## src/rtl/cell_streamer.sv

```systemverilog
`default_nettype none
// ====================================================================
// cell_streamer : serialises packed grid rows onto the shredder din
//                 line, framing each row with a dead pad cell each side.
// Revision      : 1.0
// ====================================================================
module cell_streamer #(
  parameter int WORD_W    = 8,
  parameter int ROW_WORDS = 2,
  parameter int NUM_ROWS  = 2
) (
  input  logic                clk,
  input  logic                rst,
  input  logic                start,
  input  logic [WORD_W-1:0]   word_in,
  input  logic                word_valid,
  output logic                word_ready,
  output logic                dout,
  output logic                dout_valid,
  output logic                row_start,
  output logic                row_end,
  output logic [((NUM_ROWS > 1) ? $clog2(NUM_ROWS) : 1)-1:0] row_idx,
  output logic                busy,
  output logic                done
);

  localparam int BIT_W  = (WORD_W > 1) ? $clog2(WORD_W) : 1;
  localparam int WCNT_W = $clog2(ROW_WORDS + 1);
  localparam int ROW_W  = (NUM_ROWS > 1) ? $clog2(NUM_ROWS) : 1;

  localparam logic [BIT_W-1:0]  c_last_bit  = BIT_W'(WORD_W - 1);
  localparam logic [WCNT_W-1:0] c_row_words = WCNT_W'(ROW_WORDS);
  localparam logic [ROW_W-1:0]  c_last_row  = ROW_W'(NUM_ROWS - 1);

  typedef enum logic [2:0] {
    ST_IDLE     = 3'd0,
    ST_PRE_PAD  = 3'd1,
    ST_SHIFT    = 3'd2,
    ST_POST_PAD = 3'd3,
    ST_DONE     = 3'd4
  } state_t;

  state_t              r_state, w_state_nxt;
  logic [WORD_W-1:0]   r_buf, w_buf_nxt;
  logic                r_full, w_full_nxt;
  logic [BIT_W-1:0]    r_bit_cnt, w_bit_nxt;
  logic [WCNT_W-1:0]   r_word_cnt, w_wcnt_nxt;
  logic [ROW_W-1:0]    r_row_idx, w_row_nxt;
  logic                r_dout, r_dout_valid, r_row_start, r_row_end, r_busy, r_done;
  logic                w_last_bit, w_ready, w_load, w_emit_nxt;

  // word_cnt counts words loaded this row, so the final word's last-bit
  // cycle cannot pull in a word belonging to the next row.
  always_comb begin
    w_state_nxt = r_state;
    w_buf_nxt   = r_buf;
    w_full_nxt  = r_full;
    w_bit_nxt   = r_bit_cnt;
    w_wcnt_nxt  = r_word_cnt;
    w_row_nxt   = r_row_idx;
    w_last_bit  = r_full && (r_bit_cnt == c_last_bit);
    w_ready     = ((r_state == ST_PRE_PAD) || (r_state == ST_SHIFT)) &&
                  (r_word_cnt < c_row_words) && (!r_full || w_last_bit);
    w_load      = w_ready && word_valid;

    case (r_state)
      ST_IDLE: begin
        if (start) w_state_nxt = ST_PRE_PAD;
      end
      ST_PRE_PAD: begin
        w_state_nxt = ST_SHIFT;
      end
      ST_SHIFT: begin
        if (w_last_bit && (r_word_cnt == c_row_words)) w_state_nxt = ST_POST_PAD;
      end
      ST_POST_PAD: begin
        w_wcnt_nxt = '0;
        w_full_nxt = 1'b0;
        w_bit_nxt  = '0;
        if (r_row_idx < c_last_row) begin
          w_row_nxt   = r_row_idx + ROW_W'(1);
          w_state_nxt = ST_PRE_PAD;
        end else begin
          w_state_nxt = ST_DONE;
        end
      end
      ST_DONE: begin
        w_row_nxt   = '0;
        w_state_nxt = ST_IDLE;
      end
      default: w_state_nxt = ST_IDLE;
    endcase

    if ((r_state == ST_PRE_PAD) || (r_state == ST_SHIFT)) begin
      if (r_full) begin
        if (w_last_bit) begin
          w_bit_nxt  = '0;
          w_full_nxt = 1'b0;
        end else begin
          w_bit_nxt = r_bit_cnt + BIT_W'(1);
          w_buf_nxt = r_buf >> 1;
        end
      end
      if (w_load) begin
        w_buf_nxt  = word_in;
        w_full_nxt = 1'b1;
        w_bit_nxt  = '0;
        w_wcnt_nxt = r_word_cnt + WCNT_W'(1);
      end
    end

    w_emit_nxt = (w_state_nxt == ST_SHIFT) && w_full_nxt;
  end

  // Output flops are loaded from next-state values so they line up with
  // the state they describe rather than lagging it by a cycle.
  always_ff @(posedge clk) begin
    if (rst) begin
      r_state      <= ST_IDLE;
      r_buf        <= '0;
      r_full       <= 1'b0;
      r_bit_cnt    <= '0;
      r_word_cnt   <= '0;
      r_row_idx    <= '0;
      r_dout       <= 1'b0;
      r_dout_valid <= 1'b0;
      r_row_start  <= 1'b0;
      r_row_end    <= 1'b0;
      r_busy       <= 1'b0;
      r_done       <= 1'b0;
    end else begin
      r_state      <= w_state_nxt;
      r_buf        <= w_buf_nxt;
      r_full       <= w_full_nxt;
      r_bit_cnt    <= w_bit_nxt;
      r_word_cnt   <= w_wcnt_nxt;
      r_row_idx    <= w_row_nxt;
      r_dout       <= w_emit_nxt && w_buf_nxt[0];
      r_dout_valid <= w_emit_nxt || (w_state_nxt == ST_PRE_PAD) ||
                      (w_state_nxt == ST_POST_PAD);
      r_row_start  <= (w_state_nxt == ST_PRE_PAD);
      r_row_end    <= (w_state_nxt == ST_POST_PAD);
      r_busy       <= (w_state_nxt != ST_IDLE);
      r_done       <= (w_state_nxt == ST_DONE);
    end
  end

  assign word_ready = w_ready;
  assign dout       = r_dout;
  assign dout_valid = r_dout_valid;
  assign row_start  = r_row_start;
  assign row_end    = r_row_end;
  assign row_idx    = r_row_idx;
  assign busy       = r_busy;
  assign done       = r_done;

endmodule
`default_nettype wire
```

## config.mk

```make
export PLATFORM = sky130hd
export DESIGN_NAME = cell_streamer
export DESIGN_NICKNAME = d
export VERILOG_FILES = /design/src/rtl/cell_streamer.sv
export SDC_FILE = /design/constraint.sdc
export NUM_CORES = 1
export LEC_CHECK = 0
export ABC_AREA = 1
export BUFFER_PORTS_ARGS = -buffer_cell sky130_fd_sc_hd__buf_2
export CAP_MARGIN = 10
export CELL_PAD_IN_SITES_DETAIL_PLACEMENT = 1
export CELL_PAD_IN_SITES_GLOBAL_PLACEMENT = 1
export CORE_MARGIN = 8
export CORE_UTILIZATION = 42
export CTS_CLUSTER_DIAMETER = 30
export CTS_CLUSTER_SIZE = 16
export DETAILED_ROUTE_END_ITERATION = 7
export PLACE_DENSITY = 0.93
export SYNTH_ARGS = -nofsm -noshare
export SYNTH_HDL_FRONTEND = slang
export SYNTH_SLANG_ARGS = --single-unit
```

## constraint.sdc

```tcl
create_clock -name clk -period 3.28 [get_ports clk]
set_input_delay 0 -clock clk [delete_from_list [all_inputs] [get_ports clk]]
set_output_delay 0 -clock clk [all_outputs]
set_load 0.01 [all_outputs]
```

==> results.md <==
- Endpoints failing hold: 0
- Yosys cell types: 25
- Multi-input gate area: 576 um^2
- Syn_area_per_cell: 7.55 um^2
- Worst Reg-to-Reg Cells: 8
- Share of cells above drive strength 1: 21.8%
- Pwr Density: 458 mW/mm^2
- Die height: 68.6 um
- RePlAce Congestion: 0.771
- Met1 Usage GRT: 15.1%
- Max IR drop VDD: 0.000235 V
- CP required: 3.50 ns
- GRT overflow: 0
- Root Buffer: clkbuf_4
- Post-route DRC: 0
- RSZ-0062 raised after global routing: false
- Critical path capture point type: flop
- Core Area: 0.00269 mm^2
- Critical path arrival: 2.09 ns
- Setup violators final: 0
- Sequential cell area fraction in the yosys report: 41.3%
- Gate Count Post-Synth: 154
- Non-Filler Instances: 205
- Slew Limit Fails: 0
- Hold path start: rst
- Period minus WS final: 1.87 ns
- CTS buffer count: 3
- Crit path kind: reg2reg
- Starting Density: 43.3%
- Worst path most repeated cell: ha_1
- First-pass iteration count of the detailed router: 4
- Layout area overhead: 12.3%
- Worst R2R End: r_buf[5]
- Clock Latency Late Sink: 0.31 ns
- Top_reg_cell synth: dfxtp_1
- Maxcap violations: 0
- ANT cells: 0
- Vias per cell: 5.22
- Largest net degree at the start of global routing: 16
- Syn_nets: 169
- Worst path slowest cell: nor2_4
- Slowest stage delay, CP: 0.38 ns
- WHS Path Cells: 2
- Status: finished clean
- Via count: 1070
- Nets: 190
- Hold EP: r_state[1]
- DR WL/cell: 13.8 um
- Vias in the first global route: 1111
- Register area: 480 um^2
- Reg-to-Reg Start: r_bit_cnt[0]
- HPWL after DPL: 2240 um
- CP Launch Type: flop
- Final Skew: 0.00577 ns
- Met3 Use GR: 3.07%
- Synth warn: 0
- ANT nets after route: 0
- First-pass GRT wire length: 4820 um
- # IOs: 20
- All-Layer GR Usage: 13.3%
- Yosys top cell by area: dfxtp_1
- Post-synthesis register bit count: 24
- Longest Clk Path Bufs: 2
- Inst Count DP: 200
- PortBufs: 19
- Post-synth EDFFs: 0
- Fill cells: 352
- Top cells by area, synth: dfxtp_1 (41%), nand2_1 (12%), nor2_1 (6.8%), nand4_1 (4.8%), a21oi_1 (4.3%)
- Crit-path max FO: 13
- Initial DRC count: 17
- Commonest cells post-synth: nand2_1 (36), dfxtp_1 (24), nor2_1 (21)
- Worst hold path type: in2reg
- Mapped cell area: 0.00116 mm^2
- Initial antenna violation count: 0
- R2r setup slk: 1.41 ns
- Clock transition at path regs: 0.13 ns
- Synth async-reset ratio: 0%
- Setup TNS: 0 ns
- Place WS: 1.42 ns
- Crit path cell chain: ha_1 -> ha_1 -> nor2_4 -> nor2_8 -> nand3_4 -> nand2_4 -> o21ai_0 -> nor2_1
- Die Span X: 68.6 um
- Final worst setup slack: 1.41 ns
- Most common cell in the netlist: nand2_1
- H-tree depth: 1
- Tcrit/Tclk final: 57.0%
- Slew Limit Headroom: 71.2%
- Area share of the largest cell type after synthesis: 41.3%
- Met2 Usage GRT: 23.7%
- Most Used Layer, Global Route: met2
- Final wirelength: 2830 um
- Clock sink count: 24
- Area of the die: 0.00471 mm^2
- Site row count: 19
- LEAKAGE: 0.614 nW
- Peak Freq: 0.535 GHz
- CTS tree: built
- Post-CTS Resized: 0
- Worst slew pin tran: 0.431 ns
[cells in the final DEF (no fill, tap or decap), types with 2 or more instances in the layout]
| cell type | netlist | routed |
|---|---|---|
| nor3_1 | 2 | 2 |
| a21oi_1 | 10 | 10 |
| inv_2 | 3 | 3 |
| o21ai_0 | 7 | 7 |
| clkbuf_4 | 0 | 3 |
| nand3_1 | 8 | 8 |
| dfxtp_1 | 24 | 24 |
| nor2_1 | 21 | 21 |
| inv_1 | 13 | 13 |
| o21ai_2 | 2 | 2 |
| nand4_1 | 9 | 9 |
| nand2_4 | 2 | 2 |
| nand2_1 | 36 | 36 |
| ha_1 | 3 | 3 |
| buf_2 | 0 | 19 |
[kinds of logic after synthesis]
group,Yosys count,share of synthesized area [%]
and+or+nand+nor,86,36.7
AOI/OAI and AO/OA,20,9.58
DFF,24,41.3
adders and majority gates,3,3.23
buffers and inverters,21,9.15
[timing repair]
item,in CTS,in global routing
hold endpoints to repair,1,0
hold buffers,1,0
setup buffers,0,0
[layer usage]
layer	wire length (um)	part of all wire (%)
met2	1400	49
met5	0	0
met4	40	1.4
met1	1250	44
met3	143	5.0
[cell type report]
| cell class | instances | area share [%] |
|---|---|---|
| multi-input cells | 109 | 44.1 |
| flip-flops and latches | 24 | 36.8 |
| repair buffers | 20 | 8.05 |
| inverters | 17 | 5.27 |
| well taps | 31 | 2.97 |
| clock buffers | 4 | 2.78 |
[sequential cells by signal, summed over array words and instances, names as in the netlist]
| signal | flops |
|---|---|
| row_end | 1 |
| row_start | 1 |
| done | 1 |
| r_full | 1 |
| row_idx | 1 |
| busy | 1 |
| r_state | 3 |
| r_bit_cnt | 3 |
| r_buf | 8 |
| dout_valid | 1 |
| r_word_cnt | 2 |
| dout | 1 |
[where the power goes]
part | total [mW] | internal, mW | switching (mW) | leakage [nW]
Clock | 0.154 | 0.0678 | 0.0865 | 0.0210
Combinational | 0.120 | 0.0392 | 0.0810 | 0.397
Sequential | 0.323 | 0.312 | 0.0112 | 0.196
[per-stage QoR]
stage / power [mW] / cell area [um^2] / util (%) / hold WS (ns)
after global placement: 0.442 / 1260 / 46.9 / 0.295
after CTS: 0.604 / 1310 / 48.6 / 0.0211
after floorplan: 0.419 / 1160 / - / 0.0691
after detailed placement: 0.449 / 1260 / 46.9 / 0.301
after global routing: 0.637 / 1310 / 48.6 / 0.0247
final: 0.597 / 1310 / 48.6 / 0.0299
[worst max path at each step]
stage          slack [ns]         start       end  cells past startpoint
2_1_floorplan        1.75  r_bit_cnt[0]  r_buf[1]                      8
3_3_place_gp         1.51  r_bit_cnt[0]  r_buf[4]                      8
3_5_place_dp         1.42  r_bit_cnt[0]  r_buf[5]                      8
4_1_cts              1.40  r_bit_cnt[0]  r_buf[5]                      8
5_1_grt              1.30  r_bit_cnt[0]  r_buf[6]                      8
6_report             1.41  r_bit_cnt[0]  r_buf[5]                      8
[worst max-delay path: cells and delay by family (launching register included)]
kind	cells	cell delay, ns
DFF	1	0.37
adders and majority gates	2	0.43
and+or+nand+nor	5	0.79
AOI/OAI and AO/OA	1	0.20
(Power assumes the default switching activity.)
